File: config.mk
export PLATFORM = sky130hd
export DESIGN_NAME = alu_mdu
export DESIGN_NICKNAME = d
export VERILOG_FILES = /design/src/rtl/alu_mdu.sv
export SDC_FILE = /design/constraint.sdc
export NUM_CORES = 1
export LEC_CHECK = 0
export ABC_AREA = 1
export CAP_MARGIN = 40
export CORE_MARGIN = 5
export CORE_UTILIZATION = 30
export CTS_CLUSTER_DIAMETER = 150
export CTS_CLUSTER_SIZE = 28
export DETAILED_ROUTE_END_ITERATION = 8
export GPL_TIMING_DRIVEN = 1
export PLACE_DENSITY = 0.53
export SYNTH_ARGS = -nofsm -noshare
export SYNTH_HDL_FRONTEND = slang
export SYNTH_SLANG_ARGS = --single-unit
File: constraint.sdc
create_clock -name clk -period 4.3 [get_ports clk]
set_input_delay 0.645 -clock clk [delete_from_list [all_inputs] [get_ports clk]]
set_output_delay 0.645 -clock clk [all_outputs]
set_load 0.02 [all_outputs]
File: src/rtl/alu_mdu.sv
// alu_mdu: single-issue ALU with iterative multiply/divide unit.
//
// Ports:
//   clk, rst_n          clock, asynchronous active-low reset
//   in_valid, in_ready  request handshake (op, a, b captured on accept)
//   op[4:0]             operation select (op[4]=0: single-cycle ALU op)
//   a, b                XLEN-bit operands
//   out_valid,out_ready result handshake; result held while out_ready=0
//   result              registered XLEN-bit result
//   busy                high while a multiply or divide is iterating
//
// Build option: define ALU_MDU_DIV_EN to include div/divu/rem/remu. Without
// it those op codes complete in one cycle with result 0 and no divider
// datapath is built.

`timescale 1ns/1ps

module alu_mdu #(
  parameter int unsigned XLEN = 32,
  parameter int unsigned SHW  = $clog2(XLEN)
) (
  input  logic            clk,
  input  logic            rst_n,
  input  logic            in_valid,
  output logic            in_ready,
  input  logic [4:0]      op,
  input  logic [XLEN-1:0] a,
  input  logic [XLEN-1:0] b,
  output logic            out_valid,
  input  logic            out_ready,
  output logic [XLEN-1:0] result,
  output logic            busy
);

  localparam int unsigned CW = $clog2(XLEN);

  typedef enum logic [1:0] {
    S_IDLE = 2'd0,
    S_MUL  = 2'd1,
    S_DIV  = 2'd2,
    S_DONE = 2'd3
  } state_e;

  state_e            state_q, state_d;
  logic [XLEN-1:0]   result_q, result_d;
  logic              out_valid_q, out_valid_d;
  logic              busy_q, busy_d;
  // hi/lo: partial product (mul) or partial remainder / dividend-quotient (div)
  logic [XLEN-1:0]   hi_q, hi_d;
  logic [XLEN-1:0]   lo_q, lo_d;
  // multiplicand magnitude (mul) or divisor magnitude (div)
  logic [XLEN-1:0]   opnd_q, opnd_d;
  logic [CW-1:0]     cnt_q, cnt_d;
  logic [1:0]        sel_q, sel_d;
  // negate product (mul) or quotient (div) at the end
  logic              neg_q, neg_d;
`ifdef ALU_MDU_DIV_EN
  logic              rneg_q, rneg_d;
  logic              div0_q, div0_d;
`endif

  logic              accept;
  logic [XLEN-1:0]   alu_res;
  logic              mul_sa, mul_sb;
  logic [XLEN:0]     mul_sum;
  logic [XLEN-1:0]   mul_hi, mul_lo;
  logic [2*XLEN-1:0] mul_mag, mul_prod;
  logic [XLEN-1:0]   mul_res;
`ifdef ALU_MDU_DIV_EN
  logic              div_sgn;
  logic [XLEN:0]     div_sh;
  logic              div_ge;
  logic [XLEN-1:0]   div_hi, div_lo;
  logic [XLEN-1:0]   div_res;
`endif

  assign in_ready  = (state_q == S_IDLE) || ((state_q == S_DONE) && out_ready);
  assign accept    = in_valid && in_ready;
  assign out_valid = out_valid_q;
  assign result    = result_q;
  assign busy      = busy_q;

  // Single-cycle ALU result, computed straight from the request operands
  always_comb begin
    alu_res = '0;
    case (op)
      5'b00000: alu_res = a + b;
      5'b00001: alu_res = a - b;
      5'b00010: alu_res = a & b;
      5'b00011: alu_res = a | b;
      5'b00100: alu_res = a ^ b;
      5'b00101: alu_res = a >> b[SHW-1:0];
      5'b00110: alu_res = XLEN'($signed(a) >>> b[SHW-1:0]);
      5'b00111: alu_res = a << b[SHW-1:0];
      5'b01000: alu_res = {{(XLEN-1){1'b0}}, ($signed(a) < $signed(b))};
      5'b01001: alu_res = {{(XLEN-1){1'b0}}, (a < b)};
      5'b01110: alu_res = b;
      5'b01111: alu_res = a;
      default:  alu_res = '0;
    endcase
  end

  // Shift-add step on magnitudes: add multiplicand if lo LSB set, shift right
  always_comb begin
    mul_sa   = (op[1:0] == 2'b01) || (op[1:0] == 2'b10);
    mul_sb   = (op[1:0] == 2'b01);
    mul_sum  = {1'b0, hi_q} + (lo_q[0] ? {1'b0, opnd_q} : '0);
    mul_hi   = mul_sum[XLEN:1];
    mul_lo   = {mul_sum[0], lo_q[XLEN-1:1]};
    mul_mag  = {mul_hi, mul_lo};
    mul_prod = neg_q ? -mul_mag : mul_mag;
    mul_res  = (sel_q == 2'b00) ? mul_prod[XLEN-1:0] : mul_prod[2*XLEN-1:XLEN];
  end

`ifdef ALU_MDU_DIV_EN
  // Restoring step: shift next dividend bit into the remainder, subtract if it fits.
  // Divide-by-zero falls out naturally for the remainder (ends as |a|).
  always_comb begin
    div_sgn = ~op[0];
    div_sh  = {hi_q, lo_q[XLEN-1]};
    div_ge  = (div_sh >= {1'b0, opnd_q});
    div_hi  = div_ge ? (div_sh[XLEN-1:0] - opnd_q) : div_sh[XLEN-1:0];
    div_lo  = {lo_q[XLEN-2:0], div_ge};
    if (sel_q[1]) begin
      div_res = rneg_q ? -div_hi : div_hi;
    end else if (div0_q) begin
      div_res = '1;
    end else begin
      div_res = neg_q ? -div_lo : div_lo;
    end
  end
`endif

  // Next-state and output logic
  always_comb begin
    state_d     = state_q;
    result_d    = result_q;
    out_valid_d = out_valid_q;
    hi_d        = hi_q;
    lo_d        = lo_q;
    opnd_d      = opnd_q;
    cnt_d       = cnt_q;
    sel_d       = sel_q;
    neg_d       = neg_q;
`ifdef ALU_MDU_DIV_EN
    rneg_d      = rneg_q;
    div0_d      = div0_q;
`endif

    case (state_q)
      S_IDLE, S_DONE: begin
        if ((state_q == S_DONE) && out_ready) begin
          state_d     = S_IDLE;
          out_valid_d = 1'b0;
        end
        if (accept) begin
          cnt_d = '0;
          sel_d = op[1:0];
          if (!op[4]) begin
            result_d    = alu_res;
            out_valid_d = 1'b1;
            state_d     = S_DONE;
          end else if (op[3:2] == 2'b00) begin
            hi_d        = '0;
            opnd_d      = (mul_sa && a[XLEN-1]) ? -a : a;
            lo_d        = (mul_sb && b[XLEN-1]) ? -b : b;
            neg_d       = (mul_sa && a[XLEN-1]) ^ (mul_sb && b[XLEN-1]);
            out_valid_d = 1'b0;
            state_d     = S_MUL;
`ifdef ALU_MDU_DIV_EN
          end else if (op[3:2] == 2'b01) begin
            hi_d        = '0;
            lo_d        = (div_sgn && a[XLEN-1]) ? -a : a;
            opnd_d      = (div_sgn && b[XLEN-1]) ? -b : b;
            neg_d       = div_sgn && (a[XLEN-1] ^ b[XLEN-1]);
            rneg_d      = div_sgn && a[XLEN-1];
            div0_d      = (b == '0);
            out_valid_d = 1'b0;
            state_d     = S_DIV;
`endif
          end else begin
            result_d    = '0;
            out_valid_d = 1'b1;
            state_d     = S_DONE;
          end
        end
      end
      S_MUL: begin
        hi_d  = mul_hi;
        lo_d  = mul_lo;
        cnt_d = cnt_q + CW'(1);
        if (cnt_q == CW'(XLEN-1)) begin
          result_d    = mul_res;
          out_valid_d = 1'b1;
          state_d     = S_DONE;
        end
      end
      S_DIV: begin
`ifdef ALU_MDU_DIV_EN
        hi_d  = div_hi;
        lo_d  = div_lo;
        cnt_d = cnt_q + CW'(1);
        if (cnt_q == CW'(XLEN-1)) begin
          result_d    = div_res;
          out_valid_d = 1'b1;
          state_d     = S_DONE;
        end
`else
        state_d = S_IDLE;
`endif
      end
      default: state_d = S_IDLE;
    endcase

    busy_d = (state_d == S_MUL) || (state_d == S_DIV);
  end

  // State and output registers; reset discards any in-flight operation
  always_ff @(posedge clk or negedge rst_n) begin
    if (!rst_n) begin
      state_q     <= S_IDLE;
      result_q    <= '0;
      out_valid_q <= 1'b0;
      busy_q      <= 1'b0;
      hi_q        <= '0;
      lo_q        <= '0;
      opnd_q      <= '0;
      cnt_q       <= '0;
      sel_q       <= '0;
      neg_q       <= 1'b0;
`ifdef ALU_MDU_DIV_EN
      rneg_q      <= 1'b0;
      div0_q      <= 1'b0;
`endif
    end else begin
      state_q     <= state_d;
      result_q    <= result_d;
      out_valid_q <= out_valid_d;
      busy_q      <= busy_d;
      hi_q        <= hi_d;
      lo_q        <= lo_d;
      opnd_q      <= opnd_d;
      cnt_q       <= cnt_d;
      sel_q       <= sel_d;
      neg_q       <= neg_d;
`ifdef ALU_MDU_DIV_EN
      rneg_q      <= rneg_d;
      div0_q      <= div0_d;
`endif
    end
  end

endmodule

==> impl_summary.md, run 1 <==
Place
Input and output buffers added on the ports amount to 107. The final weighted congestion in routability-driven placement is 1.10. After legalization and detailed placement, the total HPWL measured 101000 µm.

Timing
Setup repair after global routing left no endpoint under its margin. The worst-case clock skew is 0.0148 ns. Of the available clock period, the critical path in the final layout requires 0.865. The final hold violation count is 0. The achievable clock frequency is 269 MHz. The transition time at the pin with the least slew margin is 0.864 ns.

The final critical path time including I/O delays and setup is 3.72 ns. In the final timing run, aggregate negative setup slack is 0 ns. The max-slew violation count came to 0. The worst relative slew slack is 0.423.

The setup violation total in the final timing report is 0.

Floorplanning
Pin placement for this block handled 108 I/O pins. The die area is 0.0756 mm². The row count is 97. The starting density of the core is 0.302. The floorplan step set the die height to 275 µm. The die is 275 µm wide.

The floorplan step defined a core boundary enclosing 0.0698 mm².

Drt
Once detail routing completed, the nets flagged for antenna violations numbered 0. Dividing the detail-routed via count by the number of cells gives 5.55. For this run, design rule violations remaining after detail routing come to 0. The routed design has 123000 µm of wire. The number of vias in the routed layout is 26.8k. Dividing the detail-routed wire length by the instance count gives 25.4 µm. The detailed-router iteration count before antenna repair is 6.

The first-iteration detailed-routing DRC count is 2943.

Synth
For this run, the register share of the synthesized area comes to 0.166. By area, the combinational part of the netlist is dominated by simple AND/OR/NAND/NOR gates. Of the total synthesized cell area, the portion taken by full adders, half adders and majority gates is 0.0867.

The post-synth net total is 3861. The synthesized design contains 0 enable-type register cells. The xor/xnor cell area share of the yosys netlist is 0.0229. The dominant synthesized flop cell is sky130_fd_sc_hd__dfrtp_1.

Synthesis inferred 140 register bits. The number of distinct standard cells referenced by the synthesized netlist is 65. The share of cell area taken by muxes after synthesis is 0.00761. The proportion of register bits with asynchronous set or reset after synthesis is 1.00. The synthesized area per cell is 5.78 µm². Synthesis produced a netlist whose cell count is 3644. The area fraction in compound gates after synthesis is 0.243. The total number of yosys warnings is 0. The mapped netlist covers 0.0210 mm². Of the total synthesized cell area, the portion taken by AND, OR, NAND and NOR gates is 0.356.

Layout
The library cells used most frequently in the layout, excluding fill and tap cells, are 1023 x sky130_fd_sc_hd__nand2_1, 466 x sky130_fd_sc_hd__inv_1, 370 x sky130_fd_sc_hd__o21ai_0, 288 x sky130_fd_sc_hd__nor2_1, 259 x sky130_fd_sc_hd__buf_4. The utilization after layout is 0.362. For this run, the post-layout net count is 4096. In the final layout, the share of cells above drive strength 1 is 0.102. The area growth from synthesis to layout is 20.1%. The filler cells instantiated in the layout total 7916. The most common library cell in the layout ignoring fill and taps is sky130_fd_sc_hd__nand2_1.

Clock tree
The number of sinks handled by clock tree synthesis is 140. The number of buffers inserted by hold repair at cts is 0. The CTS tree is done. The number of buffers inserted during clock tree synthesis is 17. The root buffer cell chosen for the clock tree is sky130_fd_sc_hd__clkbuf_16. The number of H-tree levels is 4. The post-cts resize count is 0. Clock-pin slew was measured on the worst setup and hold paths at 0.07 ns.

The number of buffers inserted to repair setup after CTS is 0. In this run the deepest clock path goes through 2 buffers. For the worst-skew pair, the clock arrives at the later sink with an insertion delay of 0.48 ns.

Critical path
The terminus of the critical flop-to-flop path is result[23]$_DFFE_PN0P_. The highest cell delay on the worst timing path is 0.35 ns. The category of the worst setup path capture point is a register. The slowest stage of the critical path is the sky130_fd_sc_hd__nor2_1 cell.

Grouping stages by cell kind, the critical path spends the most delay in simple AND/OR/NAND/NOR gates. In this run the critical register-to-register path is launched from lo_q[0]$_DFFE_PN0P_. The slack of the worst reg-to-reg path is 0.58 ns. The number of cells on the worst reg-to-reg path is 21. The worst setup path is launched from a register. Data arrives at the worst endpoint at 4.13 ns. The most used cell along the critical path is sky130_fd_sc_hd__nand2_1. Together, buffers and inverters on the worst path number 2. At the worst endpoint, the required time is 4.71 ns. The type of the setup path with the least slack is register to register. The top fanout value on the critical path is 32. Traced cell by cell, the critical path runs through buf_4, nand2_1, inv_1, ha_1, nand3_1, nand3_1, nand2_1, nand2_1, nor2_1, nand3_1, nor2_1, nand3_1, nor2_2, nand3_1, nand2_2, a21oi_1, o21ai_0, nand2_1, nand2_1, nand2_1, nand2_1.

Pwr
The design draws 12.5 mW. Of the total power, the share spent switching nets is 0.566. IR analysis of the VDD net gives a maximum drop of 0.371 mV. For this design the ratio of total power to cell area is 495 mW/mm².

The portion of total power attributed to combinational logic is 0.678. The share of total power dissipated in the clock network is 0.124. Of the total power, registers draw 0.199.

The internal portion of the total power is 5.43 mW. The analysis attributes to net switching a power of 7.08 mW. The cell leakage power is 12.7 nW.

GRT
The total congestion overflow is 0. The first-pass GRT wire length is 174000 µm. The via count of the first global-routing pass came to 25.2k. For this run, the total global-route usage over all layers was measured as 0.314. Entering global routing, the biggest net connects 79 pins. The initial antenna violation count was 4.

Flow run
Across the run, the number of max-cap violations was 0.

Hold path
The type of the most critical hold path is primary input to async pin.

Run status
The run finished with clean final reports.
[state kept, by name (all words and copies together) (netlist names)]
| name | count |
|---|---|
| busy | 1 |
| out_valid | 1 |
| lo_q | 32 |
| result | 32 |
| hi_q | 32 |
| opnd_q | 32 |
| neg_q | 1 |
| state_q | 2 |
| sel_q | 2 |
| cnt_q | 5 |
[per-stage QoR]
stage | instance area, µm² | instances | worst slack (ns) | hold WS, ns
global placement | 24700 | 4800 | 0.226 | 0.466
finish | 25300 | 4835 | 0.579 | 0.229
detailed placement | 24700 | 4800 | 0.258 | 0.474
global route | 25300 | 4833 | 0.296 | 0.284
CTS | 25300 | 4832 | 0.603 | 0.238
floorplan | 21000 | 3644 | 0.968 | 0.349
[area by class of cell]
type                            instances  area [µm²]  area share
Inverter                              483        1820      0.0719
Timing Repair Buffer                  372        3130       0.124
Sequential cell                       140        3500       0.139
Clock buffer                           18         439      0.0174
Multi-Input combinational cell       2865       15100       0.596
Tap cell                              940        1180      0.0465
Antenna cell                            3        7.51    0.000297
Clock inverter                         14         138     0.00544
[cell families after synthesis]
| family | count (synthesis) |
|---|---|
| and+or+nand+nor | 1763 |
| xor gates and xnor gates | 55 |
| AOI/OAI and AO/OA | 887 |
| DFF | 140 |
| buffers and inverters | 639 |
| adders and majority gates | 144 |
| muxes | 16 |
[cell usage after synthesis, types with 4 or more instances]
| library cell | n | share of area |
|---|---|---|
| sky130_fd_sc_hd__nand2_1 | 1024 | 0.18 |
| sky130_fd_sc_hd__inv_1 | 467 | 0.083 |
| sky130_fd_sc_hd__o21ai_0 | 370 | 0.088 |
| sky130_fd_sc_hd__nor2_1 | 289 | 0.052 |
| sky130_fd_sc_hd__a21oi_1 | 246 | 0.058 |
| sky130_fd_sc_hd__nand3_1 | 221 | 0.053 |
| sky130_fd_sc_hd__ha_1 | 141 | 0.084 |
| sky130_fd_sc_hd__dfrtp_1 | 140 | 0.17 |
| sky130_fd_sc_hd__clkbuf_1 | 101 | 0.018 |
| sky130_fd_sc_hd__nor3_1 | 64 | 0.015 |
| sky130_fd_sc_hd__o22ai_1 | 54 | 0.016 |
| sky130_fd_sc_hd__xor2_1 | 54 | 0.022 |
| sky130_fd_sc_hd__nand4_1 | 51 | 0.015 |
| sky130_fd_sc_hd__o221ai_1 | 38 | 0.016 |
| sky130_fd_sc_hd__buf_2 | 27 | 0.0064 |
| sky130_fd_sc_hd__nor2_2 | 23 | 0.0068 |
| sky130_fd_sc_hd__o211ai_1 | 23 | 0.0082 |
| sky130_fd_sc_hd__or2_2 | 19 | 0.0056 |
| sky130_fd_sc_hd__buf_1 | 18 | 0.0032 |
| sky130_fd_sc_hd__a21o_1 | 17 | 0.0061 |
| sky130_fd_sc_hd__nand2_2 | 17 | 0.0051 |
| sky130_fd_sc_hd__o21ai_1 | 17 | 0.0040 |
| sky130_fd_sc_hd__mux2i_1 | 16 | 0.0076 |
| sky130_fd_sc_hd__o21a_1 | 15 | 0.0054 |
| sky130_fd_sc_hd__a31oi_1 | 14 | 0.0042 |
| sky130_fd_sc_hd__nor4_1 | 12 | 0.0036 |
| sky130_fd_sc_hd__a211oi_1 | 11 | 0.0039 |
| sky130_fd_sc_hd__a2bb2oi_1 | 11 | 0.0046 |
| sky130_fd_sc_hd__nand3_2 | 11 | 0.0052 |
| sky130_fd_sc_hd__nand3b_1 | 11 | 0.0039 |
| sky130_fd_sc_hd__o2111ai_1 | 11 | 0.0046 |
| sky130_fd_sc_hd__inv_2 | 10 | 0.0018 |
| sky130_fd_sc_hd__o21bai_1 | 10 | 0.0036 |
| sky130_fd_sc_hd__o31ai_1 | 10 | 0.0036 |
| sky130_fd_sc_hd__a21boi_1 | 7 | 0.0025 |
| sky130_fd_sc_hd__and2_1 | 7 | 0.0021 |
| sky130_fd_sc_hd__buf_4 | 7 | 0.0025 |
| sky130_fd_sc_hd__a2111oi_0 | 5 | 0.0021 |
| sky130_fd_sc_hd__a21boi_0 | 5 | 0.0018 |
| sky130_fd_sc_hd__nor3_2 | 5 | 0.0024 |
| sky130_fd_sc_hd__a221oi_1 | 4 | 0.0017 |
| sky130_fd_sc_hd__clkinv_1 | 4 | 0.00071 |
| sky130_fd_sc_hd__o32ai_1 | 4 | 0.0017 |
[power groups by stage]
| stage | registers (mW) | clock network (mW) | logic [mW] |
|---|---|---|---|
| 4_1_cts | 2.46 | 1.58 | 8.32 |
| 2_1_floorplan | 2.41 | 0 | 5.29 |
| 5_1_grt | 2.53 | 1.62 | 9.26 |
| 3_5_place_dp | 2.48 | 0 | 8.28 |
| 6_report | 2.49 | 1.55 | 8.48 |
| 3_3_place_gp | 2.48 | 0 | 8.24 |
[worst max-delay path by stage]
stage | startpoint | slack (ns) | depth (start not counted) | end
after global placement | b[6] | 0.23 | 14 | result[10]$_DFFE_PN0P_
final | lo_q[0]$_DFFE_PN0P_ | 0.58 | 21 | result[23]$_DFFE_PN0P_
after floorplan | b[4] | 0.97 | 22 | result[23]$_DFFE_PN0P_
after global routing | lo_q[0]$_DFFE_PN0P_ | 0.30 | 24 | result[24]$_DFFE_PN0P_
after CTS | lo_q[0]$_DFFE_PN0P_ | 0.60 | 23 | result[23]$_DFFE_PN0P_
after detailed placement | b[6] | 0.26 | 14 | result[10]$_DFFE_PN0P_
[layer usage]
| layer | share of wire | global-route usage | vias up |
|---|---|---|---|
| met5 | 0.00011 | 0 | - |
| met3 | 0.083 | 0.0504 | 272 |
| met2 | 0.43 | 0.480 | 1350 |
| met1 | 0.41 | 0.414 | 12600 |
| li1 | - | - | 12600 |
| met4 | 0.077 | 0.194 | 2 |
Power figures use the tool's default switching activity.
==> run 2, diff against run 1 <==
--- a/config.mk
+++ b/config.mk
@@ -7,13 +7,15 @@
 export LEC_CHECK = 0
 export ABC_AREA = 1
 export CAP_MARGIN = 40
+export CORE_ASPECT_RATIO = 1.1
 export CORE_MARGIN = 5
-export CORE_UTILIZATION = 30
+export CORE_UTILIZATION = 40
 export CTS_CLUSTER_DIAMETER = 150
 export CTS_CLUSTER_SIZE = 28
 export DETAILED_ROUTE_END_ITERATION = 8
 export GPL_TIMING_DRIVEN = 1
-export PLACE_DENSITY = 0.53
+export PLACE_DENSITY = 0.64
+export SLEW_MARGIN = 20
 export SYNTH_ARGS = -nofsm -noshare
 export SYNTH_HDL_FRONTEND = slang
 export SYNTH_SLANG_ARGS = --single-unit
==> run 2 against run 1 <==
Net effect:
- design area is 1.9% lower
- wire length decreased by 5.0%
- maximum frequency decreased by 2.7%
- non-clock buffer count is 23 lower
- critical path type is now primary input to register
- flip-flop and latch count is the same
==> impl_summary.md, run 2 (synthesis results as in run 1) <==
Run status
The flow ran to the end, and the final reports show no timing, DRC or antenna violations.

GRT
The initial antenna violation count is 2. The pin count of the biggest net entering global routing is 72. The first global-routing pass estimated 168000 µm of wire.

For this run, the total global-route usage over all layers was measured as 0.389. The total congestion overflow is 0. The via count of the first global-routing pass is 25.5k.

Drt
The overall routed net length is 116000 µm. The routed wirelength normalized by instance count is 25.6 µm. Summing over every cut layer, the via total after detailed routing is 26.9k. The number of nets with antenna violations after routing is 0. The DRC violation count after routing is 0. The first-iteration detailed-routing DRC count is 3144. The first TritonRoute pass finished after 6 iterations. The post-detailed-route via-to-cell ratio is 5.92.

Floorplanning
The core region is 0.0523 mm². The width of the die is 229 µm. The initial utilization of the core area, before any placement, comes to 0.402.

The count of boundary I/O pins is 108. The die covers 0.0573 mm². Row generation in the floorplan step produced 88 rows. The floorplan step set the die height to 251 µm.

Layout
The area taken by multi-input logic gates is 0.0151 mm². The finished cells cover 0.0248 mm². Across the whole layout, storage elements account for 0.00350 mm². The most common library cell in the layout ignoring fill and taps is sky130_fd_sc_hd__nand2_1. The net count of the finished layout is 4073. In the layout the commonest cells are 1023 x sky130_fd_sc_hd__nand2_1, 466 x sky130_fd_sc_hd__inv_1, 370 x sky130_fd_sc_hd__o21ai_0, 289 x sky130_fd_sc_hd__nor2_1, 246 x sky130_fd_sc_hd__a21oi_1. Relative to the synthesized area, the layout overhead comes to 17.8%. The repair_antennas step left the layout with diodes totalling 0. The count of filler cells inserted in the layout is 5731. The fraction of layout cells with a size suffix above 1 is 0.0959.

Critical path
The most used cell along the critical path is sky130_fd_sc_hd__nand2_1. The slowest stage of the critical path is the sky130_fd_sc_hd__clkdlybuf4s50_1 cell. By startpoint and endpoint, the worst setup path is classified as primary input to register. The critical path required time is 4.65 ns. The category of the worst setup path capture point is a register.

The top fanout value on the critical path is 8. Traced cell by cell, the critical path runs through clkdlybuf4s50_1, inv_1, ha_1, inv_1, nor2_1, nand2_1, clkinv_1, nand2_1, nor2_1, buf_4, buf_4, a2111oi_0, buf_1, nand3_1, a21oi_1, nand3_1, nand2_1, nand2_1, nand2_1, nand2_1. The highest cell delay on the worst timing path is 0.52 ns. Setup slack on the worst reg-to-reg path comes out at 0.60 ns. The sort of element at the start of the critical path is a primary input. The data arrival time of the critical path is 4.17 ns.

Timing
The clock arrives with 0.0142 ns of skew. The final hold violation count is 0. The achievable clock frequency is 262 MHz. Setup violations remaining at the end of the flow were counted as 0.

For the pin with the worst max-slew slack, the measured transition is 0.876 ns. In this run the tightest slew margin relative to its limit is 0.416. The final critical path time including I/O delays and setup is 3.82 ns.

The final period utilization is 0.889. Setup repair after global routing left no endpoint under its margin. The max-slew violation count is 0.

Hold path
The type of the most critical hold path is primary input to async pin.

Pwr
Dividing total power by cell area gives a power density of 504 mW/mm². The overall power is 12.5 mW. The worst vdd rail ir drop is 0.494 mV. Summed over all cells, the static leakage comes to 12.7 nW.

Clock tree
The clock reaches the later pin of the worst-skew pair after 0.46 ns. Buffers inserted during clock tree synthesis total 17. The number of H-tree levels is 4. The number of sinks handled by clock tree synthesis is 140. The number of setup buffers added after CTS is 0. In this run the deepest clock path goes through 2 buffers.

Hold repair after CTS inserted 0 buffers. Gates resized during post-CTS repair numbered 0. Clock-pin slew was measured on the worst setup and hold paths at 0.07 ns. The CTS tree is done. The tree is rooted in a sky130_fd_sc_hd__clkbuf_16.

Place
At the end of routability-driven placement, the weighted congestion stood at 1.13. The area after detailed placement is 0.0242 mm². Port buffering added 107 buffers.

The HPWL after detailed placement is 96600 µm.

Flow run
The max capacitance violation total is 0.
[run 2: critical path, delay by kind of cell]
kind / cells / cell delay (ns)
buffers and inverters: 7 / 1.40
AND/OR/NAND/NOR: 10 / 0.98
AO/OA/AOI/OAI: 2 / 0.95
adder cells (fa/ha/maj): 1 / 0.21
[run 2: metrics by stage]
step	setup slack, ns	hold WS, ns	TNS (ns)	cells	utilization
detailed placement	0.0670	0.467	0	4512	0.464
global placement	-0.224	0.466	-0.224	4509	0.462
floorplan	0.968	0.349	0	3644	-
finish	0.476	0.0916	0	4543	0.474
CTS	0.544	0.0799	0	4543	0.474
global route	0.239	0.0998	0	4543	0.474
[run 2: power breakdown]
part	switching [mW]	internal [mW]	total [mW]
combinational	5.86	2.77	8.63
sequential	0.490	1.91	2.40
clock	0.649	0.814	1.46
total	6.99	5.50	12.5
[run 2: worst paths after layout]
path	endpoint	cells past startpoint	start
setup / recovery	result[23]$_DFFE_PN0P_	20	op[0]
hold / removal	hi_q[8]$_DFFE_PN0P_	1	rst_n
setup reg to reg	result[24]$_DFFE_PN0P_	24	lo_q[0]$_DFFE_PN0P_
hold reg to reg	opnd_q[12]$_DFFE_PN0P_	2	opnd_q[12]$_DFFE_PN0P_
max in group asynchronous	lo_q[11]$_DFFE_PN0P_	3	rst_n
min in group clk	opnd_q[12]$_DFFE_PN0P_	2	opnd_q[12]$_DFFE_PN0P_
[run 2: metal layers]
metal  track usage  vias up  part of all wire  wire (µm)
li1              -    12500                 -          -
met2         0.613     1465              0.43      50200
met3        0.0597      427             0.078       9040
met5             0        -          0.000095         11
met1         0.460    12500              0.38      44100
met4         0.341        2              0.11      13000
[run 2: area by class of cell]
| type | count | area share |
|---|---|---|
| well taps | 675 | 0.0341 |
| multi-input cells | 2865 | 0.608 |
| clock inverters | 12 | 0.00449 |
| clock buffers | 19 | 0.0179 |
| inverters | 483 | 0.0734 |
| repair buffers | 349 | 0.121 |
| flip-flops and latches | 140 | 0.141 |
